File: src/rtl/fifo_get_scheduler_pkg.sv
// Purpose: shared state encoding and sizing helpers for the FIFO get-port scheduler.
// Latency: n/a (types and constants only).
// Backpressure: n/a.
package fifo_get_scheduler_pkg;

    // Encodings are fixed so FIFO-side benches can decode the state by value.
    typedef enum logic [1:0] {
        S_IDLE    = 2'd0,
        S_ISSUE   = 2'd1,
        S_WAIT    = 2'd2,
        S_DELIVER = 2'd3
    } state_t;

    localparam int N_BITS_DEF = 32;

    // Width of the read-latency down-counter; it only has to hold RD_LAT-1.
    function automatic int cnt_width(input int rd_lat);
        return (rd_lat > 1) ? $clog2(rd_lat) : 1;
    endfunction

endpackage

File: src/rtl/fifo_get_scheduler_rr_arbiter.sv
// Purpose: rotate-priority pick of one requester, scanning ptr+1, ptr+2, ... modulo N_REQ.
// Latency: purely combinational, zero cycles.
// Backpressure: none; the caller decides when the pick is consumed.
module fifo_get_scheduler_rr_arbiter
    import fifo_get_scheduler_pkg::*;
#(
    parameter int N_REQ = 4,
    parameter int IDX_W = 2
) (
    input  logic [N_REQ-1:0] i_req,
    input  logic [IDX_W-1:0] i_ptr,
    output logic             o_any,
    output logic [IDX_W-1:0] o_idx
);

    // Scan from the farthest candidate to the nearest so the nearest set request overwrites.
    always_comb begin
        logic [IDX_W-1:0] w_cand;
        o_any  = 1'b0;
        o_idx  = '0;
        w_cand = '0;
        for (int d = N_REQ; d >= 1; d--) begin
            w_cand = IDX_W'((int'(i_ptr) + d) % N_REQ);
            if (i_req[w_cand]) begin
                o_any = 1'b1;
                o_idx = w_cand;
            end
        end
    end

endmodule

File: src/rtl/fifo_get_scheduler.sv
// Purpose: shares the FIFO get port among N_REQ consumers, one popped word per grant, round-robin.
// Latency: grant to valid_out is RD_LAT+2 cycles; at least RD_LAT+3 cycles per word.
// Backpressure: the popped word is held in DELIVER until the granted consumer acks; no new pop meanwhile.
module fifo_get_scheduler
    import fifo_get_scheduler_pkg::*;
#(
    parameter int N_BITS = N_BITS_DEF,
    parameter int N_REQ  = 4,
    parameter int IDX_W  = 2,
    parameter int RD_LAT = 2
) (
    input  logic              i_clk,
    input  logic              i_reset,
    input  logic [N_REQ-1:0]  i_req_in,
    input  logic [N_REQ-1:0]  i_ack_in,
    input  logic              i_fifo_empty,
    input  logic [N_BITS-1:0] i_fifo_data_get,
    output logic              o_fifo_req_get,
    output logic [N_REQ-1:0]  o_valid_out,
    output logic [N_BITS-1:0] o_data_out,
    output logic [IDX_W-1:0]  o_grant_idx,
    output logic              o_busy
);

    localparam int               CNT_W    = cnt_width(RD_LAT);
    localparam logic [IDX_W-1:0] PTR_RST  = IDX_W'(N_REQ - 1);
    localparam logic [CNT_W-1:0] LAT_LOAD = CNT_W'(RD_LAT - 1);

    state_t            r_state;
    state_t            w_state_nxt;
    logic [IDX_W-1:0]  r_grant_idx;
    logic [IDX_W-1:0]  w_grant_nxt;
    logic [IDX_W-1:0]  r_rr_ptr;
    logic [IDX_W-1:0]  w_rr_ptr_nxt;
    logic [CNT_W-1:0]  r_lat_cnt;
    logic [CNT_W-1:0]  w_lat_nxt;
    logic [N_BITS-1:0] r_data;
    logic [N_BITS-1:0] w_data_nxt;
    logic              w_arb_any;
    logic [IDX_W-1:0]  w_arb_idx;

    fifo_get_scheduler_rr_arbiter #(
        .N_REQ (N_REQ),
        .IDX_W (IDX_W)
    ) u_arb (
        .i_req (i_req_in),
        .i_ptr (r_rr_ptr),
        .o_any (w_arb_any),
        .o_idx (w_arb_idx)
    );

    // Next-state logic: grant in IDLE, one-cycle pop in ISSUE, count out the FIFO latency, hold until ack.
    always_comb begin
        w_state_nxt  = r_state;
        w_grant_nxt  = r_grant_idx;
        w_rr_ptr_nxt = r_rr_ptr;
        w_lat_nxt    = r_lat_cnt;
        w_data_nxt   = r_data;
        case (r_state)
            S_IDLE: begin
                // fifo_empty only matters here; once a pop is issued the word is committed.
                if (w_arb_any && !i_fifo_empty) begin
                    w_grant_nxt = w_arb_idx;
                    w_state_nxt = S_ISSUE;
                end
            end
            S_ISSUE: begin
                w_lat_nxt   = LAT_LOAD;
                w_state_nxt = S_WAIT;
            end
            S_WAIT: begin
                if (r_lat_cnt == '0) begin
                    w_data_nxt  = i_fifo_data_get;
                    w_state_nxt = S_DELIVER;
                end else begin
                    w_lat_nxt = r_lat_cnt - 1'b1;
                end
            end
            S_DELIVER: begin
                // Only the grantee's ack releases the word; a withdrawn request does not.
                if (i_ack_in[r_grant_idx]) begin
                    w_rr_ptr_nxt = r_grant_idx;
                    w_state_nxt  = S_IDLE;
                end
            end
            default: begin
                w_state_nxt = S_IDLE;
            end
        endcase
    end

    // State, grant, rotation pointer, latency counter and data register; reset discards any popped word.
    always_ff @(posedge i_clk or posedge i_reset) begin
        if (i_reset) begin
            r_state     <= S_IDLE;
            r_grant_idx <= '0;
            r_rr_ptr    <= PTR_RST;
            r_lat_cnt   <= '0;
            r_data      <= '0;
        end else begin
            r_state     <= w_state_nxt;
            r_grant_idx <= w_grant_nxt;
            r_rr_ptr    <= w_rr_ptr_nxt;
            r_lat_cnt   <= w_lat_nxt;
            r_data      <= w_data_nxt;
        end
    end

    // One-hot valid for the grantee, decoded straight from the registered state.
    always_comb begin
        o_valid_out = '0;
        if (r_state == S_DELIVER) begin
            o_valid_out[r_grant_idx] = 1'b1;
        end
    end

    assign o_fifo_req_get = (r_state == S_ISSUE);
    assign o_busy         = (r_state != S_IDLE);
    assign o_data_out     = r_data;
    assign o_grant_idx    = r_grant_idx;

endmodule

File: config.mk
export PLATFORM = sky130hd
export DESIGN_NAME = fifo_get_scheduler
export DESIGN_NICKNAME = d
export VERILOG_FILES = /design/src/rtl/fifo_get_scheduler_pkg.sv /design/src/rtl/fifo_get_scheduler_rr_arbiter.sv /design/src/rtl/fifo_get_scheduler.sv
export SDC_FILE = /design/constraint.sdc
export NUM_CORES = 1
export LEC_CHECK = 0
export CAP_MARGIN = 10
export CORE_MARGIN = 8
export CORE_UTILIZATION = 25
export DETAILED_ROUTE_END_ITERATION = 7
export SETUP_SLACK_MARGIN = 0.15
export SYNTH_ARGS = -nofsm -noshare
export SYNTH_HDL_FRONTEND = slang
export SYNTH_HIERARCHICAL = 1
export SYNTH_SLANG_ARGS = --single-unit
File: constraint.sdc
create_clock -name i_clk -period 1.9 [get_ports i_clk]
set_input_delay 0.57 -clock i_clk [delete_from_list [all_inputs] [get_ports i_clk]]
set_output_delay 0.57 -clock i_clk [all_outputs]
set_load 0.01 [all_outputs]
==> run summary, run 1 <==
Along the worst hold path, the cell count comes to 1. The worst path in the final design needs a cycle of roughly 1.9 ns, including I/O delays and setup. Across the run, the number of max-cap violations was 0. Sequential cells were found to cover 56.0% of the synthesized design area. The signal arrival time at the worst endpoint is 1.33 ns. The clock skew after layout is about 0.0042 ns. The clock tree from TritonCTS is yes. sky130_fd_sc_hd__dfrtp_1 takes more of the synthesized area than any other cell. The commonest cells after synthesis are sky130_fd_sc_hd__dfrtp_1 (37), sky130_fd_sc_hd__mux2_2 (30), sky130_fd_sc_hd__nor2_1 (8), sky130_fd_sc_hd__inv_1 (6).

The number of DRC violations after detailed-routing iteration 0 came out at 7. For the worst flop-to-flop path, the logic depth is 8. The ratio of routed vias to standard cells is around 4.1. The flip-flop and latch area is 980 um^2. In the final routed layout, each cell accounts on average for 13.5 um. The total setup violations reported at the end of the flow came out at 0.

Setup repair after global routing could not meet its margin everywhere. The synthesized netlist contains 24 unique library cells. The last weighted congestion value of the routability-driven placer came out at around 0.72.

The clock transition at the registers of the reported paths is 0.08 ns. In the routed design, unresolved DRC markers number 0. After synthesis, the cell types taking the most area are sky130_fd_sc_hd__dfrtp_1 (53%), sky130_fd_sc_hd__mux2_2 (19%), sky130_fd_sc_hd__mux2_1 (3.2%), sky130_fd_sc_hd__dfstp_2 (3.0%), sky130_fd_sc_hd__ha_1 (2.9%). The worst hold path terminates at o_data_out[8]. Of the cells placed in the final design, the portion with a size suffix greater than 1 is 38.1%. The most repeated cell in the gate-level netlist after synthesis is sky130_fd_sc_hd__dfrtp_1. The maximum vdd ir drop is roughly 760 uV. The post-synthesis cell area came out at approximately 0.0017 mm^2. The count of input and output buffers is just over 80. The total routing usage reported by global routing is a little under 9%. The worst setup path is captured at a primary output.

The Yosys step of the flow raised 6 warnings. The pin count of the biggest net entering global routing came out at 40. The repair_antennas step left the layout with diodes totalling 0. Adding up every negative setup slack in the final design gives 0 ns.

The final core utilization came out at around 44%. The fraction of registers with async set or reset after synthesis is 100%. The die covers 0.00992 mm^2. After synthesis, the largest area contributor takes up about 53% of total cell area. The number of antenna violations at the first check in global routing is 0. In the final layout, the multi-input gates occupy 781 um^2. The remaining global-route overflow came out at 0.

Buffers inserted to repair hold after CTS numbered 0. The standard cell core area is 0.00679 mm^2. The top-level port count is 83. The die is between 90 and 100 um tall.

The detailed-placement wirelength estimate came out at roughly 3300 um. The H-tree depth came out at 2. The pre-antenna-repair detailed-routing pass consisted of 3 iterations. The power consumption is 4.64 mW. The number of nets produced by synthesis is 171.

The clock insertion delay at the later pin of the skew report came out at roughly 0.28 ns. The number of standard cells after synthesis came out at around 120. Counting along the longest clock path gives a buffer depth of 2. The number of nets in the final layout came out at about 280. The initial utilization of the core area, before any placement, comes to roughly a quarter.

The flow ran to the end, and the final reports show no timing, DRC or antenna violations. The number of clock buffers added by TritonCTS is 5. The number of routed nets with antenna violations came out at 0. The hold violation total from the final report came out at 0. The synthesized design contains 39 register bits. For this design the static power due to leakage is between 1 and 1.5 nW. In this run the critical register-to-register path is captured at r_state[1].

STA classifies the critical path startpoint as a flop. The number of enable-type register cells in the synthesized netlist came out at 0. The worst max-slew margin expressed relative to the limit is between 80% and 90%. The tree is rooted in a sky130_fd_sc_hd__clkbuf_8. The die is 99.6 um wide. The actual slew at the worst max-slew pin is ~0.23 ns. Along the worst path, the maximum fanout reaches 3. The power density of the placed cells came out at approximately 1500 mW/mm^2. The count of filler cells inserted in the layout is 659. In this run the register-to-register setup slack is around 0.19 ns. The average instance area after synthesis is approximately 14 um^2. The routed design has 4410 um of wire. Among all flip-flop cells after synthesis, the most frequent one is sky130_fd_sc_hd__dfrtp_1.

The synthesis-to-finish area growth is 72.5%. The via count of the first global-routing pass came out at ~1400. The path class of the tightest hold or removal check is flop to flop. The global-route wire length before repair came out at around 7000 um. The number of pins with negative max-slew slack in the final report was 0. The peak clock frequency supported by timing is 526 MHz.

The detailed router placed roughly 1300 vias in this run. The worst setup path is of the flop to primary output kind. The floorplan row count is 30. At the worst endpoint, the required time is between 1 and 1.5 ns. After layout, the worst path uses roughly 100% of the clock period. The number of clock sinks is 39.

The worst register-to-register path begins at r_state[1]. The worst hold path startpoint is o_data_out[8].
[power by group]
group          switching (mW)  internal (mW)  total, mW
Clock                   0.288          0.525      0.813
Sequential              0.215           1.27       1.49
Combinational           0.966           1.37       2.34
[layer usage]
metal,track usage (%),vias up,part of all wire [%]
li1,-,648,-
met4,2.10,0,0.61
met3,3.63,4,6.7
met5,0,-,0
met2,14.9,51,48
met1,10.3,636,44
[through the flow]
stage	hold slack [ns]	worst slack [ns]	instance area (um^2)	cells
4_1_cts	0.489	-0.0119	2930	325
5_1_grt	0.509	-0.0698	3020	327
3_3_place_gp	0.467	-0.140	2810	312
6_report	0.482	0.0000505	3020	327
2_1_floorplan	0.528	0.232	1750	124
3_5_place_dp	0.474	-0.150	2810	312
[registers in the layout, indices dropped and copies added (netlist names)]
name and count:
r_lat_cnt 1, r_rr_ptr 2, o_data_out 32, r_state 2, o_grant_idx 2
[how the worst max path moves through the flow]
stage / endpoint / startpoint / slack, ns / cells after the start
floorplan: o_data_out[10] / r_state[0] / 0.23 / 6
detailed placement: o_valid_out[0] / r_state[1] / -0.15 / 4
finish: o_valid_out[0] / r_state[1] / 0.00005 / 4
global route: o_valid_out[0] / r_state[1] / -0.07 / 4
global placement: o_valid_out[0] / r_state[1] / -0.14 / 4
CTS: o_valid_out[0] / r_state[1] / -0.01 / 4
[cells by family (layout without fill, tap and decap cells)]
kind of cell / Yosys count / in the layout / synth area share, %
buffers and inverters: 10 / 117 / 2.79
AND/OR/NAND/NOR: 20 / 20 / 5.94
flip-flops: 39 / 39 / 56.0
multiplexers: 39 / 39 / 25.7
adder cells (fa/ha/maj): 4 / 4 / 2.86
AO/OA/AOI/OAI: 12 / 12 / 6.73
[area by class of cell]
cell class / count / area share (%)
multi-input combinational: 75 / 25.9
timing repair buffer: 103 / 32.4
sequential: 39 / 32.5
clock inverter: 2 / 1.99
clock buffer: 6 / 2.41
inverter: 6 / 0.830
tap: 96 / 3.98
[placed cells by master, fill, tap and decap left out, types with 2 or more instances in the layout]
| master | Yosys | routed |
|---|---|---|
| sky130_fd_sc_hd__buf_12 | 0 | 3 |
| sky130_fd_sc_hd__mux2_2 | 30 | 30 |
| sky130_fd_sc_hd__dlygate4sd2_1 | 0 | 32 |
| sky130_fd_sc_hd__dlymetal6s2s_1 | 0 | 2 |
| sky130_fd_sc_hd__dfrtp_1 | 37 | 36 |
| sky130_fd_sc_hd__bufinv_16 | 0 | 2 |
| sky130_fd_sc_hd__ha_2 | 0 | 2 |
| sky130_fd_sc_hd__mux2_4 | 3 | 3 |
| sky130_fd_sc_hd__ha_4 | 0 | 2 |
| sky130_fd_sc_hd__dfstp_2 | 2 | 2 |
| sky130_fd_sc_hd__buf_6 | 0 | 5 |
| sky130_fd_sc_hd__nor2_1 | 8 | 5 |
| sky130_fd_sc_hd__buf_2 | 0 | 3 |
| sky130_fd_sc_hd__clkbuf_8 | 0 | 5 |
| sky130_fd_sc_hd__a21oi_1 | 5 | 5 |
| sky130_fd_sc_hd__inv_2 | 0 | 2 |
| sky130_fd_sc_hd__a31oi_1 | 2 | 2 |
| sky130_fd_sc_hd__mux2_1 | 5 | 5 |
| sky130_fd_sc_hd__inv_1 | 6 | 2 |
| sky130_fd_sc_hd__nor2_2 | 0 | 2 |
| sky130_fd_sc_hd__clkdlybuf4s50_1 | 0 | 42 |
| sky130_fd_sc_hd__buf_4 | 3 | 16 |
| sky130_fd_sc_hd__nand2b_1 | 4 | 4 |
| sky130_fd_sc_hd__nand2_1 | 3 | 2 |
[critical path, cell delays in order, from the launching register on]
cell	delay [ns]
sky130_fd_sc_hd__dfrtp_1	0.37
sky130_fd_sc_hd__ha_2	0.18
sky130_fd_sc_hd__or2b_4	0.28
sky130_fd_sc_hd__nor2_1	0.08
sky130_fd_sc_hd__buf_2	0.13
[what timing repair did]
action,CTS,global route
setup buffers,5,2
pin swaps,2,4
endpoints found under the setup margin,38,9
resized for setup,62,19
Power figures use the tool's default switching activity.
==> run 2: changes to the inputs <==
--- a/config.mk
+++ b/config.mk
@@ -15,2 +15,3 @@
 export SYNTH_HIERARCHICAL = 1
 export SYNTH_SLANG_ARGS = --single-unit
+export TNS_END_PERCENT = 100
==> constraint.sdc (replaced) <==
create_clock -name i_clk -period 1.9 [get_ports i_clk]
set_input_delay 0.38 -clock i_clk [delete_from_list [all_inputs] [get_ports i_clk]]
set_output_delay 0.38 -clock i_clk [all_outputs]
set_load 0.01 [all_outputs]
==> run 2 against run 1 <==
Critical endpoint is now o_valid_out[1]. Total power is 3.6% lower. Via count is 2.6% lower. First-iteration DRC count is 110% higher.
==> run summary, run 2 (synthesis results as in run 1) <==
The startpoint class of the critical path is a flop. The clock tree from TritonCTS is yes. The signal arrival time at the worst endpoint came out at 1.33 ns (about the same).

The shortest clock period the worst path allows after layout was 1.71 ns (-0.192 ns). The worst setup slack before clock tree synthesis came out at 0.0336 ns (+0.184 ns). The synthesis-to-finish area growth came out at 66.1%. The number of pins with negative max-slew slack in the final report is 0 (unchanged). The count of buffering cells on the critical path with inverters included came to 1 (unchanged). The total routing usage reported by global routing was 8.86% (-0.0091 points). The floorplan row count is 30 (unchanged). The number of standard cells in the layout, taps in and fillers out came out at 319 (-2.4%). The slowest stage of the critical path is the sky130_fd_sc_hd__dfrtp_1 cell.

The critical path is of the flop to primary output type. The via count of the first global-routing pass is 1468 (+2.5%). The most common library cell in the layout ignoring fill and taps is sky130_fd_sc_hd__clkdlybuf4s50_1. The clock insertion delay at the later pin of the skew report came out at 0.28 ns (about the same). The total iterations of the first detailed-routing run is 3 (unchanged). The number of DRC violations after detailed-routing iteration 0 came out at 15 (+8). The pin count of the biggest net entering global routing is 40 (unchanged).

The layout cell share with drive strength beyond 1 is 33.2% (-4.9 points). The clock skew after layout is 0.00168 ns (-0.00248 ns). Clock tree synthesis selected as its root buffer the cell sky130_fd_sc_hd__clkbuf_8.

The global-route wire length before repair came to 7120 um (+0.98%). The power density of the placed cells is 1540 mW/mm^2 (+0.15%). The H-tree depth is 2 (unchanged). The last weighted congestion value of the routability-driven placer came out at 0.738 (+1.9%).

The standard cell core area came out at 0.00679 mm^2 (unchanged). The clock transition at the registers of the reported paths is 0.07 ns (about the same). The peak clock frequency supported by timing is 585 MHz (+11%). Among cell families on the critical path, the largest total delay comes from flip-flops. The count of filler cells inserted in the layout is 649 (-1.5%). The share of the clock period used by the worst path after layout was 89.9% (-10 points). The setup TNS after final layout is 0 ns (unchanged).

The number of nets in the final layout is 270 (-2.5%). The flow ran to the end, and the final reports show no timing, DRC or antenna violations. The power consumption is 4.48 mW (-3.6%). The maximum vdd ir drop is 706 uV (-7.0%). The static power due to leakage came out at 1.20 nW (-10%). The worst max-slew margin expressed relative to the limit is 84.1% (-0.78 points). The number of antenna violations at the first check in global routing is 0 (unchanged). The width of the die came out at 99.6 um (unchanged). The detailed-placement wirelength estimate is 3250 um (-2.1%). The final core utilization came to 42.7% (-1.7 points). The total setup violations reported at the end of the flow came out at 0 (unchanged). In this run the worst setup path begins at r_state[0].

The antenna diode count is 0 (unchanged). The average wire length per cell after detail routing is 13.3 um (-1.1%). The number of clock sinks came out at 39 (unchanged). The remaining global-route overflow came out at 0 (unchanged). The count of input and output buffers came to 82 (unchanged). The data required time at the worst endpoint came to 1.52 ns (+0.19 ns).

The hold buffer count at CTS is 0 (unchanged). The clock buffer count from CTS came out at 5 (unchanged). The setup slack of the critical path after layout is 0.192 ns (+0.192 ns).

The max capacitance violation total is 0 (unchanged). The ratio of routed vias to standard cells came out at 4.09 (-0.17%). The hold violation total from the final report is 0 (unchanged).

The number of DRC violations after detailed routing came out at 0 (unchanged). The number of routed nets with antenna violations is 0 (unchanged). The top-level port count is 83 (unchanged). The buffer depth of the longest clock path was 2 (unchanged). The detailed-route wire length is 4250 um (-3.6%). The actual slew at the worst max-slew pin came out at 0.238 ns (+0.0116 ns). The via total after detailed routing came out at 1304 (-2.6%).

Traced cell by cell, the critical path runs through ha_4, or2b_4, nor2_1, clkbuf_2. The cell total after placement came out at 309 (-0.96%). The chip height was 99.6 um (unchanged).

The tightest min-delay check is of the primary input to async pin type. The finished layout cell area came out at 0.00290 mm^2 (-3.7%). The initial core utilization is 25.7% (unchanged). The critical path's largest stage delay is 0.39 ns (+0.02 ns). In the layout the commonest cells are sky130_fd_sc_hd__clkdlybuf4s50_1 (76), sky130_fd_sc_hd__dfrtp_1 (36), sky130_fd_sc_hd__mux2_2 (30), sky130_fd_sc_hd__buf_4 (11), sky130_fd_sc_hd__nor2_1 (8).

The post-placement cell area came out at 0.00279 mm^2 (-0.80%). Setup repair after global routing could not meet its margin everywhere. The number of flip-flops under the largest register name was 32 (unchanged).

The overall die area came out at 0.00992 mm^2 (unchanged). The largest fanout on the critical path came out at 3 (unchanged). The critical register-to-register path startpoint is r_state[0]. STA classifies the critical path endpoint as a primary output. The minimum hold slack came out at 0.440 ns (-0.0420 ns).
## run 2: worst paths after layout
kind	to	slack, ns	depth (start not counted)
worst max-delay path	o_valid_out[1]	0.19	4
worst min-delay path	o_data_out[8]	0.44	3
worst max register to register	r_state[1]	0.21	6
worst min register to register	o_data_out[9]	0.49	1
max in group asynchronous	r_rr_ptr[1]	1.21	3
min in group i_clk	o_data_out[9]	0.49	1
## run 2: worst min-delay path, cell delays in order
cell and delay [ns]:
sky130_fd_sc_hd__clkdlybuf4s50_1 0.40, sky130_fd_sc_hd__clkinv_1 0.08, sky130_fd_sc_hd__buf_12 0.23
## run 2: where the power goes
group          switching [mW]  total (mW)  internal [mW]
logic                   0.870        2.38           1.51
clock network           0.274       0.558          0.285
registers               0.261        1.54           1.28
## run 2: cell type report
class                      instances  area [um^2]  area share [%]
tap                               96          120            4.14
multi-input combinational         75          756            26.0
inverter                           6         22.5           0.776
sequential                        39          980            33.8
clock inverter                     1         5.00           0.172
timing repair buffer              96          937            32.3
clock buffer                       6         82.6            2.84
## run 2: metal layers
layer	wire, um	part of all wire, %	track usage [%]	vias to the layer above
li1	-	-	-	623
met1	1930	45	10.7	629
met2	1970	46	13.9	48
met3	315	7.4	3.63	4
met4	31	0.73	2.79	0
met5	0	0	0	-
## run 2: repair_timing
item / 4_1_cts / 5_1_grt
endpoints found under the setup margin: 7 / 7
pin swaps: 1 / 1
gates resized for setup: 16 / 9
buffers inserted: 2 / 1
==> run 3: changes to the inputs <==
SLEW_MARGIN = 20   (was not set)
==> results of run 3 <==
The final DEF is identical to that of run 2; final timing and power are the same.
==> edit 1, RTL diff (config.mk and constraints of run 2) <==
`IDX_W` is set to 2 in 2 places; all go to 3.
--- a/src/rtl/fifo_get_scheduler_rr_arbiter.sv
+++ b/src/rtl/fifo_get_scheduler_rr_arbiter.sv
@@ -6,5 +6,5 @@
 #(
     parameter int N_REQ = 4,
-    parameter int IDX_W = 2
+    parameter int IDX_W = 3
 ) (
     input  logic [N_REQ-1:0] i_req,
--- a/src/rtl/fifo_get_scheduler.sv
+++ b/src/rtl/fifo_get_scheduler.sv
@@ -7,5 +7,5 @@
     parameter int N_BITS = N_BITS_DEF,
     parameter int N_REQ  = 4,
-    parameter int IDX_W  = 2,
+    parameter int IDX_W  = 3,
     parameter int RD_LAT = 2
 ) (
Ports: changed (resized o_grant_idx); port bits go from 83 to 84. No check against the original RTL was run, so the function may have changed too.
==> edit 1 against run 2 <==
  * Combinational power up 3%
  * Routed wire length increased by 21%
  * Sequential share of layout area decreased by 1.5 points
  * Final cell count is 6.0% higher
  * Power up 5.8%
  * Cell area rose by 7.5%
  * Synthesized area increased by 6.2%
  * Setup slack got worse by 0.016 ns
  * Sequential cell count rose by 1
  * Critical endpoint is now o_data_out[31]
==> edit 1: results (changes against run 2) <==
** CTS
- The post-CTS repair timing setup buffer count came to 1 (was 2).
- The number of gates resized after CTS was 22 (was 16).
- The clock latency on the worst-skew pair is 0.30 ns (was 0.28 ns).

** Timing
- Clock skew :: 0.00977 ns (was 0.00168 ns)
- The peak clock frequency supported by timing was 580 MHz (was 585 MHz).
- Hold WS :: 0.349 ns (was 0.440 ns)

** Global routing
- Met3 usage :: 0.0579 (was 0.0363)
- Vias in the first global route :: 1,563 (was 1,468)
- First-pass GRT wire length :: 7870 um (was 7120 um)
- Fraction of met2 tracks used by global routing :: 0.152 (was 0.139)

** Layout
- The fraction of final layout cells with drive strength greater than 1 was 0.343 (was 0.332).
- Number of nets in the final layout :: 286 (was 270)

** Worst setup path
- Category of cells accounting for the largest share of critical-path delay :: buffers and inverters (was flip-flops)
- The highest cell delay on the worst timing path is 0.42 ns (was 0.39 ns).
- The depth of the most critical reg-to-reg path is 7 (was 6).
- Maximum fanout along the worst path :: 7 (was 3)
- The end of the worst register-to-register path was o_data_out[31] (was r_state[1]).
- The critical setup path kind is flip-flop to flip-flop (was flip-flop to primary output).

** Drt
- The routed via count came to 1,426 (was 1,304).
- Final wirelength :: 5160 um (was 4250 um)
- The length of routed wiring on met1 is 2030 um (was 1930 um).
- The detailed route wirelength on metal3 came to 504 um (was 315 um).
- Average vias per placed instance :: 4.22 (was 4.09)
- Starting DRC count in detailed routing :: 38 (was 15)

** Pwr
- Design internal power :: 3.20 mW (was 3.07 mW)
- The worst-case vdd ir drop came to 0.000538 V (was 0.000706 V).
- The leakage power total came to 1.28 nW (was 1.20 nW).

** Run status
- Result of the run: finished clean (unchanged).

** Synthesis
- The synthesized net count came to 186 (was 171).

** Placement
- HPWL after DPL :: 3790 um (was 3250 um)
- Placed cell count :: 323 (was 309)
edit 1: worst register-to-register path, stage by stage, from the launching register on:
cell and delay (ns):
sky130_fd_sc_hd__dfrtp_1 0.42, sky130_fd_sc_hd__buf_4 0.16, sky130_fd_sc_hd__buf_4 0.14, sky130_fd_sc_hd__ha_4 0.16
sky130_fd_sc_hd__nor2b_4 0.13, sky130_fd_sc_hd__buf_12 0.14, sky130_fd_sc_hd__clkbuf_16 0.16, sky130_fd_sc_hd__mux2_1 0.31
edit 1: cell type report:
type / count / share of cell area
inverter: 6 / 0.00882
clock inverter: 3 / 0.0152
multi-input combinational: 84 / 0.267
tap: 99 / 0.0397
clock buffer: 5 / 0.0220
timing repair buffer: 101 / 0.325
sequential: 40 / 0.323
edit 1: power by group through the flow:
stage	combinational (mW)	clock [mW]	sequential [mW]
floorplan	0.948	0	1.72
global placement	2.26	0	1.58
detailed placement	2.29	0	1.60
CTS	2.31	0.747	1.59
global route	2.64	0.778	1.66
finish	2.44	0.715	1.59
==> edit 2, RTL diff (settings of run 2) <==
Without the edit above. Re-encode `state_t` (4 states) as one-hot, 4 bits wide.
--- a/src/rtl/fifo_get_scheduler_pkg.sv
+++ b/src/rtl/fifo_get_scheduler_pkg.sv
@@ -5,9 +5,9 @@
 
     // Encodings are fixed so FIFO-side benches can decode the state by value.
-    typedef enum logic [1:0] {
-        S_IDLE    = 2'd0,
-        S_ISSUE   = 2'd1,
-        S_WAIT    = 2'd2,
-        S_DELIVER = 2'd3
+    typedef enum logic [3:0] {
+        S_IDLE    = 4'b0001,
+        S_ISSUE   = 4'b0010,
+        S_WAIT    = 4'b0100,
+        S_DELIVER = 4'b1000
     } state_t;
 
Function: no difference found for any inputs over 10 cycles, from zero or initial values and one cycle with i_reset high; not proved beyond that.
==> edit 2 against run 2 <==
  * The run now ends with negative setup slack left
  * Synthesized area is 1.6% higher
  * Routed wire length up 12%
  * Sequential cell count rose by 2
  * Setup slack worse by 0.23 ns
  * Cell area is 6.1% higher
  * Non-clock buffer count grew 7
  * Critical path type unchanged
  * Largest cell class is now non-clock buffers
Power is not compared: it rests on default switching activity, and its combinational part moved more than twofold at a synthesized area within 25%.
==> edit 2: results (changes against run 2) <==
** Run status
- Result of the run :: finished with violations (was finished clean)
- The final reports fail on negative setup slack.

** Layout
- The number of flip-flops and latches came to 41 (was 39).
- Number of signal-net buffers in the layout :: 103 (was 96)
- The non-clock inverter instance count of the final layout was 2 (was 6).
- The multi-input gate share of total cell area is 0.243 (was 0.260).
- Number of nets in the final layout :: 272 (was 270)
- Layout cells sized above 1 :: 0.387 (was 0.332)

** Global routing
- Met1 layer usage reported by global route :: 0.112 (was 0.107)
- The via count of the first global-routing pass was 1,514 (was 1,468).

** Timing
- The worst path setup slack after routing came to -0.0391 ns (was 0.192 ns).
- Max-Slew Margin vs Limit :: 0.814 (was 0.841)
- The clock tree skew after final layout is 0.00563 ns (was 0.00168 ns).
- The count of final setup violators is 9 (was 0).

** Synthesis
- Adder-cell share of the synthesized area :: 0 (was 0.0286)
- The fraction of synthesized area in multiplexers was 0.246 (was 0.257).
- Most instantiated cells after synthesis: 38 x sky130_fd_sc_hd__dfrtp_1, 34 x sky130_fd_sc_hd__mux2_2, 6 x sky130_fd_sc_hd__nor2_1 (was 37 x sky130_fd_sc_hd__dfrtp_1, 30 x sky130_fd_sc_hd__mux2_2, 8 x sky130_fd_sc_hd__nor2_1).
- The number of unique standard cell types used by synthesis came to 30 (was 24).

** Worst setup path
- Maximum fanout along the worst path :: 4 (was 3)
- Data arrival, critical path :: 1.56 ns (was 1.33 ns)

** Placement
- The global placer's final weighted congestion came to 0.753 (was 0.738).
- HPWL after DPL :: 3390 um (was 3250 um)
- Worst slack at placement :: -0.357 ns (was 0.0336 ns)

** Drt
- The routed length on met2 was 2430 um (was 1970 um).
- The detailed route wirelength on metal3 was 343 um (was 315 um).
edit 2: cell types whose count changed in the layout (fill, tap and decap cells not counted), moves of 3 or more:
cell / delta
sky130_fd_sc_hd__mux2_1: -5
sky130_fd_sc_hd__buf_16: +3
sky130_fd_sc_hd__buf_6: +4
sky130_fd_sc_hd__buf_2: +4
sky130_fd_sc_hd__clkbuf_2: -4
sky130_fd_sc_hd__nor2_1: -3
edit 2: logic make-up after synthesis:
kind of cell           Yosys count
multiplexers                    38
AO/OA/AOI/OAI                   11
AND/OR/NAND/NOR                 27
flip-flops                      41
buffers and inverters            7
edit 2: timing repair:
| action | in CTS | in global routing |
|---|---|---|
| hold buffers | 0 | 0 |
| pin swaps | 5 | 1 |
| cloned | 3 | 0 |
| resized for setup | 40 | 3 |
| setup endpoints to repair | 42 | 42 |
| buffers inserted | 3 | 3 |
edit 2: metrics by stage:
stage               TNS, ns  cells  area (um^2)   util
CTS                  -0.337    323         3050  0.446
global placement     -0.982    309         2810  0.412
floorplan                 0    124         1790      -
finish               -0.320    326         3080  0.451
global route          -1.54    326         3080  0.451
detailed placement    -1.06    309         2810  0.412
edit 2: worst paths after layout:
kind	startpoint	to	slack (ns)	depth (start not counted)
max reg2reg	r_state[3]	o_data_out[26]	-0.04	8
min in group i_clk	o_data_out[30]	o_data_out[30]	0.51	1
min reg2reg	o_data_out[30]	o_data_out[30]	0.51	1
max	r_state[0]	o_busy	-0.04	3
min	i_reset	o_data_out[22]	0.42	3
max in group asynchronous	i_reset	r_state[0]	1.22	3
edit 2: worst reg2reg max path, delay by kind of cell (launching register included):
family	cells	cell delay [ns]
and+or+nand+nor	2	0.45
muxes	1	0.32
buffers and inverters	5	0.68
DFF	1	0.38
